--- src/rtl/alu_seq_if.sv ---
// Operation/result handshake bundle for alu_seq: request side (valid/ready + operands)
// and response side (valid/ready + registered result and flags).
interface alu_seq_if #(
    parameter int WIDTH = 16
);
    logic             in_valid;
    logic             in_ready;
    logic [2:0]       op;
    logic [WIDTH-1:0] x;
    logic [WIDTH-1:0] y;
    logic             cin;
    logic             out_valid;
    logic             out_ready;
    logic [WIDTH-1:0] result;
    logic             cout;
    logic             v;
    logic             lt;
    logic             eq;
    logic             gt;
    logic             illegal;

    modport master (
        output in_valid, op, x, y, cin, out_ready,
        input  in_ready, out_valid, result, cout, v, lt, eq, gt, illegal
    );

    modport slave (
        input  in_valid, op, x, y, cin, out_ready,
        output in_ready, out_valid, result, cout, v, lt, eq, gt, illegal
    );
endinterface

--- src/rtl/alu_seq.sv ---
// Handshaked sequential ALU with registered result/flags; the optional iterative
// shift-add multiplier (op 110) is compiled in when ALU_SEQ_MUL_EN is defined.
module alu_seq #(
    parameter int WIDTH = 16
) (
    input logic     clk,
    input logic     rst,
    alu_seq_if.slave bus
);
    localparam int CNT_W = $clog2(WIDTH + 1);

    typedef enum logic [1:0] {
        S_IDLE = 2'd0,
`ifdef ALU_SEQ_MUL_EN
        S_MUL  = 2'd1,
`endif
        S_DONE = 2'd2
    } state_t;

    state_t           state_q, state_d;
    logic [WIDTH-1:0] result_q, result_d;
    logic [5:0]       flags_q, flags_d;   // {cout, v, lt, eq, gt, illegal}
    logic             in_ready_c;

`ifdef ALU_SEQ_MUL_EN
    logic [2*WIDTH-1:0] acc_q, acc_d;
    logic [2*WIDTH-1:0] mcand_q, mcand_d;
    logic [WIDTH-1:0]   mplier_q, mplier_d;
    logic [CNT_W-1:0]   cnt_q, cnt_d;
    logic [2*WIDTH-1:0] prod_next;
`endif

    logic [WIDTH:0]   add_sum;
    logic [WIDTH:0]   sub_sum;
    logic             add_v, sub_v;
    logic             s_lt, s_eq, s_gt;
    logic [WIDTH-1:0] alu_res;
    logic [5:0]       alu_flg;

    assign add_sum = {1'b0, bus.x} + {1'b0, bus.y} + {{WIDTH{1'b0}}, bus.cin};
    assign sub_sum = {1'b0, bus.x} + {1'b0, ~bus.y} + {{WIDTH{1'b0}}, 1'b1};
    assign add_v   = (bus.x[WIDTH-1] == bus.y[WIDTH-1]) && (add_sum[WIDTH-1] != bus.x[WIDTH-1]);
    assign sub_v   = (bus.x[WIDTH-1] != bus.y[WIDTH-1]) && (sub_sum[WIDTH-1] != bus.x[WIDTH-1]);
    assign s_lt    = $signed(bus.x) < $signed(bus.y);
    assign s_eq    = (bus.x == bus.y);
    assign s_gt    = $signed(bus.x) > $signed(bus.y);

    // Single-cycle result; op 110 lands in default and is only used when MUL is compiled out.
    always_comb begin
        alu_res = '0;
        alu_flg = {2'b00, s_lt, s_eq, s_gt, 1'b0};
        case (bus.op)
            3'b000: begin
                alu_res    = add_sum[WIDTH-1:0];
                alu_flg[5] = add_sum[WIDTH];
                alu_flg[4] = add_v;
            end
            3'b001: begin
                alu_res    = sub_sum[WIDTH-1:0];
                alu_flg[5] = sub_sum[WIDTH];
                alu_flg[4] = sub_v;
            end
            3'b010:  alu_res = bus.x & bus.y;
            3'b011:  alu_res = bus.x | bus.y;
            3'b100:  alu_res = bus.x ^ bus.y;
            3'b101:  alu_res = {{(WIDTH-1){1'b0}}, s_lt};
            default: alu_flg = 6'b000001;
        endcase
    end

    always_comb begin
        state_d    = state_q;
        result_d   = result_q;
        flags_d    = flags_q;
        in_ready_c = 1'b0;
`ifdef ALU_SEQ_MUL_EN
        acc_d      = acc_q;
        mcand_d    = mcand_q;
        mplier_d   = mplier_q;
        cnt_d      = cnt_q;
        prod_next  = acc_q + (mplier_q[0] ? mcand_q : '0);
`endif
        case (state_q)
            S_IDLE: in_ready_c = 1'b1;
            S_DONE: begin
                in_ready_c = bus.out_ready;
                if (bus.out_ready && !bus.in_valid) begin
                    state_d = S_IDLE;
                end
            end
`ifdef ALU_SEQ_MUL_EN
            S_MUL: begin
                acc_d    = prod_next;
                mcand_d  = mcand_q << 1;
                mplier_d = mplier_q >> 1;
                cnt_d    = cnt_q - CNT_W'(1);
                if (cnt_q == CNT_W'(1)) begin
                    result_d   = prod_next[WIDTH-1:0];
                    flags_d[5] = |prod_next[2*WIDTH-1:WIDTH];
                    state_d    = S_DONE;
                end
            end
`endif
            default: state_d = S_IDLE;
        endcase

        if (rst) begin
            in_ready_c = 1'b0;
        end

        if (bus.in_valid && in_ready_c) begin
`ifdef ALU_SEQ_MUL_EN
            if (bus.op == 3'b110) begin
                // Compare flags are fixed at accept; cout is filled in on the last step.
                state_d  = S_MUL;
                result_d = '0;
                flags_d  = {2'b00, s_lt, s_eq, s_gt, 1'b0};
                acc_d    = '0;
                mcand_d  = {{WIDTH{1'b0}}, bus.x};
                mplier_d = bus.y;
                cnt_d    = CNT_W'(WIDTH);
            end else
`endif
            begin
                state_d  = S_DONE;
                result_d = alu_res;
                flags_d  = alu_flg;
            end
        end
    end

    always_ff @(posedge clk) begin
        if (rst) begin
            state_q  <= S_IDLE;
            result_q <= '0;
            flags_q  <= '0;
`ifdef ALU_SEQ_MUL_EN
            acc_q    <= '0;
            mcand_q  <= '0;
            mplier_q <= '0;
            cnt_q    <= '0;
`endif
        end else begin
            state_q  <= state_d;
            result_q <= result_d;
            flags_q  <= flags_d;
`ifdef ALU_SEQ_MUL_EN
            acc_q    <= acc_d;
            mcand_q  <= mcand_d;
            mplier_q <= mplier_d;
            cnt_q    <= cnt_d;
`endif
        end
    end

    assign bus.in_ready  = in_ready_c;
    assign bus.out_valid = (state_q == S_DONE);
    assign bus.result    = result_q;
    assign bus.cout      = flags_q[5];
    assign bus.v         = flags_q[4];
    assign bus.lt        = flags_q[3];
    assign bus.eq        = flags_q[2];
    assign bus.gt        = flags_q[1];
    assign bus.illegal   = flags_q[0];
endmodule

--- src/flat_wrapper.sv ---
// flat-port wrapper written by rule: the top's interface ports become plain ports
module alu_seq_flat 
#(
    parameter int WIDTH = 16
)
  (clk, rst, bus_in_valid, bus_op, bus_x, bus_y, bus_cin, bus_out_ready, bus_in_ready, bus_out_valid, bus_result, bus_cout, bus_v, bus_lt, bus_eq, bus_gt, bus_illegal);
  alu_seq_if #(.WIDTH(WIDTH)) bus_i ();
  input logic clk;
  input logic rst;
  input wire logic [$bits(bus_i.in_valid)-1:0] bus_in_valid;
  input wire logic [$bits(bus_i.op)-1:0] bus_op;
  input wire logic [$bits(bus_i.x)-1:0] bus_x;
  input wire logic [$bits(bus_i.y)-1:0] bus_y;
  input wire logic [$bits(bus_i.cin)-1:0] bus_cin;
  input wire logic [$bits(bus_i.out_ready)-1:0] bus_out_ready;
  output wire logic [$bits(bus_i.in_ready)-1:0] bus_in_ready;
  output wire logic [$bits(bus_i.out_valid)-1:0] bus_out_valid;
  output wire logic [$bits(bus_i.result)-1:0] bus_result;
  output wire logic [$bits(bus_i.cout)-1:0] bus_cout;
  output wire logic [$bits(bus_i.v)-1:0] bus_v;
  output wire logic [$bits(bus_i.lt)-1:0] bus_lt;
  output wire logic [$bits(bus_i.eq)-1:0] bus_eq;
  output wire logic [$bits(bus_i.gt)-1:0] bus_gt;
  output wire logic [$bits(bus_i.illegal)-1:0] bus_illegal;
  assign bus_i.in_valid = bus_in_valid;
  assign bus_i.op = bus_op;
  assign bus_i.x = bus_x;
  assign bus_i.y = bus_y;
  assign bus_i.cin = bus_cin;
  assign bus_i.out_ready = bus_out_ready;
  assign bus_in_ready = bus_i.in_ready;
  assign bus_out_valid = bus_i.out_valid;
  assign bus_result = bus_i.result;
  assign bus_cout = bus_i.cout;
  assign bus_v = bus_i.v;
  assign bus_lt = bus_i.lt;
  assign bus_eq = bus_i.eq;
  assign bus_gt = bus_i.gt;
  assign bus_illegal = bus_i.illegal;
  alu_seq #(.WIDTH(WIDTH)) u_core (.clk(clk), .rst(rst), .bus(bus_i));
endmodule
--- config.mk ---
export PLATFORM = sky130hd
export DESIGN_NAME = alu_seq_flat
export DESIGN_NICKNAME = d
export VERILOG_FILES = /design/src/rtl/alu_seq_if.sv /design/src/rtl/alu_seq.sv /design/src/flat_wrapper.sv
export SDC_FILE = /design/constraint.sdc
export NUM_CORES = 1
export LEC_CHECK = 0
export ABC_AREA = 1
export CORE_MARGIN = 2
export CORE_UTILIZATION = 30
export DETAILED_ROUTE_END_ITERATION = 10
export GPL_TIMING_DRIVEN = 1
export MAX_ROUTING_LAYER = met4
export PLACE_DENSITY = 0.5
export SLEW_MARGIN = 25
export SYNTH_ARGS = -nofsm -noshare
export SYNTH_HDL_FRONTEND = slang
export SYNTH_SLANG_ARGS = --single-unit
--- constraint.sdc ---
create_clock -name clk -period 5.84 [get_ports clk]
set_input_delay 1.168 -clock clk [delete_from_list [all_inputs] [get_ports clk]]
set_output_delay 1.168 -clock clk [all_outputs]
set_load 0.01 [all_outputs]
## After elaboration in Yosys (flattened, before gate mapping)

Index checks and enable logic that the tools add are counted.

| storage, ports and cells | value |
|---|---|
| input port bits | 40 |
| bits in registers | 24 |

| cells by class | value |
|---|---|
| reduce and logical (&&, ||, !) cells | 11 |
| multiplexer cells | 8 |
| equality and inequality tests | 14 |
| bitwise logic cells | 5 |
| $lt $le $gt $ge | 2 |
| add/sub/neg operators | 4 |

Operators by type and width:

| operator | count |
|---|---|
| 16-bit one-hot mux with 6 select lines | 1 |
| 16-bit by 16-bit adder with 17-bit output | 2 |
| 17-bit by 1-bit adder with 17-bit output | 1 |
| 17-bit by 1-bit adder with 17-bit output, second input constant | 1 |
| 16-bit bitwise AND | 1 |
| 16-bit == test | 1 |
| 16-bit > comparator | 1 |
| 16-bit less-than comparator | 1 |
| 16-bit inverter | 1 |
| 16-bit OR | 1 |
| 16-bit XOR | 1 |
| 2-bit one-hot mux with 2 select lines | 2 |
| 3-bit by 2-bit == test with 1-bit output, second input constant | 2 |
| 3-bit == test, second input constant | 2 |
| 6-bit OR reduction | 1 |
| 1-bit logical AND | 4 |
| 2-bit two-way mux | 2 |
| 4-bit two-way mux | 1 |
| 2-bit by 1-bit inequality test with 1-bit output, second input constant | 2 |
| 2-bit AND reduction | 2 |
| 3-bit by 1-bit == test with 1-bit output, second input constant | 1 |
| 3-bit zero test | 1 |
| 1-bit inequality test | 3 |
| 3-bit by 1-bit inequality test with 1-bit output, second input constant | 1 |
| other kinds (8) | 8 |

## Depth between registers and ports, before layout

| logic depth | value |
|---|---|
| word-level depth | 6 |
| gate-level depth with buffers | 16 |
| mapped depth without buffers | 16 |

## Worst setup path after synthesis

No wires, ideal clock.

| path | value |
|---|---|
| kind | input-to-reg |
| from | input bus_cin |
| to | register u_core.result_q[12] (netlist: u_core.bus.result[12]) |
| stages | 13 |
| path slack | 3.171 ns |
| library setup time | 0.134 ns |
| arrival time | 2.535 ns |
| required time | 5.706 ns |
| cells stage by stage | inv_1 -> fa_1 -> inv_1 -> fa_1 -> nand3_1 -> nand3_1 -> nand3_1 -> nand3_1 -> nand2_1 -> nand3_1 -> nand3_1 -> nand2_1 -> a21oi_1 |

| on the way | value |
|---|---|
| longest elaborated chain between the ends | 2 |

Ends and longest elaborated chain:

| item | line | text |
|---|---|---|
| start, declared | flat_wrapper.sv:14 | `input wire logic [$bits(bus_i.cin)-1:0] bus_cin;` |
| 17-bit by 1-bit adder with 17-bit output | alu_seq.sv:40 | `assign add_sum = {1'b0, bus.x} + {1'b0, bus.y} + {{WIDTH{1'b0}}, bus.cin};` |
| 16-bit one-hot mux with 6 select lines | alu_seq.sv:52 | `case (bus.op)` |
| end signal, assigned | alu_seq.sv:145 | `result_q <= result_d;` |
| end, declared | alu_seq.sv:21 | `logic [WIDTH-1:0] result_q, result_d;` |

Every way passes these cells.
A chain may end at the register's enable or synchronous reset.

## Final worst setup path

| path | value |
|---|---|
| from | input rst |
| to | output bus_in_ready |

| on the way | value |
|---|---|
| longest elaborated chain between the ends | 1 |

Ends and longest elaborated chain:

| item | line | text |
|---|---|---|
| start, declared | flat_wrapper.sv:9 | `input logic rst;` |
| 1-bit two-way mux | alu_seq.sv:107 | `if (rst) begin` |
| end, declared | flat_wrapper.sv:16 | `output wire logic [$bits(bus_i.in_ready)-1:0] bus_in_ready;` |

Every way passes these cells.

==> flow_summary_export.csv <==
group,metric,value,unit
logic_synthesis,seq_area_frac_synth,12.08,%
finish,final_nets,802,
power_and_ir_drop,p_leak,2.335,nW
detailed_routing,num_vias,4229,
power_and_ir_drop,ir_worst_vdd,0.0001064,V
logic_synthesis,syn-cell-area,0.003811,mm²
die,die_x,116.7,µm
power_and_ir_drop,power_density,141.0,mW/mm²
worst_setup_path,crit_type,"in2out",
clock_tree,cts_resized,0,
finish,utilization,36.78,%
detailed_routing,drcViolationCount,0,
worst_setup_path,ff2ff_setup_slack,3610,ps
finish,fillers,1439,
global_routing,grt_pass1_vias,4040,
clock_tree,postCtsSetupRepairBufs,0,
logic_synthesis,synth_seq_cells,23,
logic_synthesis,synth_edf_count,0,
clock_tree,cts_root_buf,"clkbuf_16",
global_routing,grt_overflow,0,
timing,setup_violations,0,
logic_synthesis,async_flop_share,0,%
die,core_area,0.01252,mm²
clock_tree,clkTransAtPathRegs,60,ps
die,die_h,116.7,µm
worst_setup_path,path_max_fanout,24,
placed_design,port_buffers,63,
finish,syn_to_final_growth,20.78,%
logic_synthesis,yosys_warnings,0,
clock_tree,cts_hold_buf,0,
timing,rsz0062_at_grt,"no",
worst_setup_path,end_kind,"primary output",
logic_synthesis,syn_avg_cell_area,5.783,µm²
timing,worst_pin_slew,872.3,ps
die,start_util,30.45,%
clock_tree,cts.htree.levels,1,
worst_setup_path,arrival,2870,ps
detailed_routing,wirelength,12510,µm
detailed_routing,wire_per_inst,14.23,µm
run,maxCapViolCount,0,
detailed_routing,final_antenna_net_count,0,
logic_synthesis,netlist_instances,659,
clock_tree,cts_buffers,3,
clock_tree,clockBufferDepth,2,
detailed_routing,dr.pass1.iters,5,
logic_synthesis,synth_cell_type_count,37,
timing,finClkSkew,4.948,ps
timing,fin_tns_setup,0,ps
finish,final_area,0.004603,mm²
global_routing,track_usage,19.14,%
die,rows,41,
global_routing,grt_pass1_wl,19980,µm
timing,finalMaxSlewViolations,0,
global_routing,antenna_found_initial,0,
clock_tree,clkSinkCount,23,
logic_synthesis,ys.flop_type,"dfxtp_1",
die,dieArea,0.01362,mm²
min_path,worstHoldPathType,"reg2reg",
clock_tree,cts_tree,"yes",
global_routing,grt_max_degree,25,
clock_tree,clock_latency,260,ps
detailed_routing,drtIter0Drc,239,
detailed_routing,vias_per_cell,4.811,
timing,worst_slack,1803,ps
die,ios,64,
timing,period_share,69.12,%
timing,finalHoldViolCount,0,
logic_synthesis,synth_nets,753,
finish,layout-drive-gt1-share,6.506,%
timing,min_period,4037,ps
placed_design,placed_area,0.004523,mm²
outcome,status,"completed",
timing,fmax,247.7,MHz
worst_setup_path,critPathLaunchType,"input port",
placed_design,pre_cts_ws,1774,ps
worst_setup_path,crit_required,4670,ps
placed_design,place_congestion,0.9054,
placed_design,place_hpwl,10090,µm
finish,diodes,0,
timing,maxSlewHeadroom,41.67,%
## placed cells by master (no fill, tap or decap), drive strengths merged
| master | n |
|---|---|
| o22ai | 8 |
| a22oi | 1 |
| a21oi | 57 |
| o2111ai | 1 |
| a221oi | 2 |
| nand4 | 5 |
| clkinv | 2 |
| ha | 51 |
| inv | 118 |
| o21ai | 19 |
| fa | 3 |
| nand2 | 215 |
| o21bai | 5 |
| nor4 | 1 |
| buf | 1 |
| nor3 | 9 |
| xor2 | 1 |
| nor2 | 42 |
| clkdlybuf4s50 | 63 |
| clkbuf | 3 |
| dfxtp | 23 |
| o211ai | 3 |
| nand3 | 69 |
| a31oi | 1 |
| and2 | 1 |
| or2 | 2 |
| a21boi | 1 |
## state kept, by name, summed over array words and instances (netlist names)
signal,cells
u_core.flags_q,6
u_core.bus.result,16
u_core.state_q,1
## per-layer routing
metal | part of all wire (%) | global-route usage (%) | routed length (µm) | vias to the layer above
li1 | - | - | - | 2171
met1 | 47 | 24.82 | 5856 | 1925
met2 | 46 | 31.68 | 5804 | 115
met3 | 4.0 | 1.816 | 501 | 18
met4 | 2.8 | 5.569 | 346 | 0
met5 | 0 | - | 0 | -
## path summary, 6_finish.rpt
kind                                      from                                 to  cells after the start
max                                        rst                       bus_in_ready                      3
min          u_core.bus.result[8]$_SDFFE_PP0P_  u_core.bus.result[8]$_SDFFE_PP0P_                      2
max reg2reg     u_core.state_q[1]$_SDFFE_PP0P_     u_core.flags_q[0]$_SDFFE_PP0P_                      7
min reg2reg  u_core.bus.result[8]$_SDFFE_PP0P_  u_core.bus.result[8]$_SDFFE_PP0P_                      2
## per-stage QoR
stage           power, W  hold slack, ps  cells
5_1_grt        0.0007027           485.8    879
3_3_place_gp   0.0005006           457.5    875
2_1_floorplan  0.0003920           483.9    659
3_5_place_dp   0.0005024           458.2    875
4_1_cts        0.0006518           467.8    879
6_report       0.0006492           465.3    879
## where the power goes
group | switching [W] | internal [W]
Clock | 0.0000563 | 0.0000921
Combinational | 0.000212 | 0.000121
Sequential | 0.00000386 | 0.000164
## Yosys cell counts (all sizes together) (2+ instances only)
master	n	area, µm²
nand2	215	829.6
inv	118	442.9
nand3	69	370.4
a21oi	57	296.5
ha	51	638.1
nor2	42	185.2
dfxtp	23	460.4
o21ai	19	95.09
buf	16	126.4
nor3	9	55.05
o22ai	8	50.05
nand4	5	31.28
o21bai	5	37.54
clkbuf	4	15.01
fa	3	60.06
o211ai	3	22.52
a221oi	2	17.52
or2	2	12.51
## layout make-up
type                       count  area (µm²)  share of cell area, %
clock buffer                   3       75.07                  1.631
timing repair buffer          64       638.1                  13.86
sequential                    23       460.4                  10.00
inverter                     119       446.7                  9.704
clock inverter                 1       5.005                 0.1087
tap                          172       215.2                  4.675
multi-input combinational    497        2763                  60.02
## critical path, stage by stage
cell	delay, ps
clkdlybuf4s50_1	850
nor2_2	290
clkdlybuf4s50_1	560
## cells by family after synthesis
group	share of synthesized area [%]
AOI/OAI and AO/OA	14.51
xor gates and xnor gates	0.2299
adders and majority gates	18.32
buffers and inverters	15.43
DFF	12.08
and+or+nand+nor	39.43
Note: power is estimated with default switching activity, not from simulation.
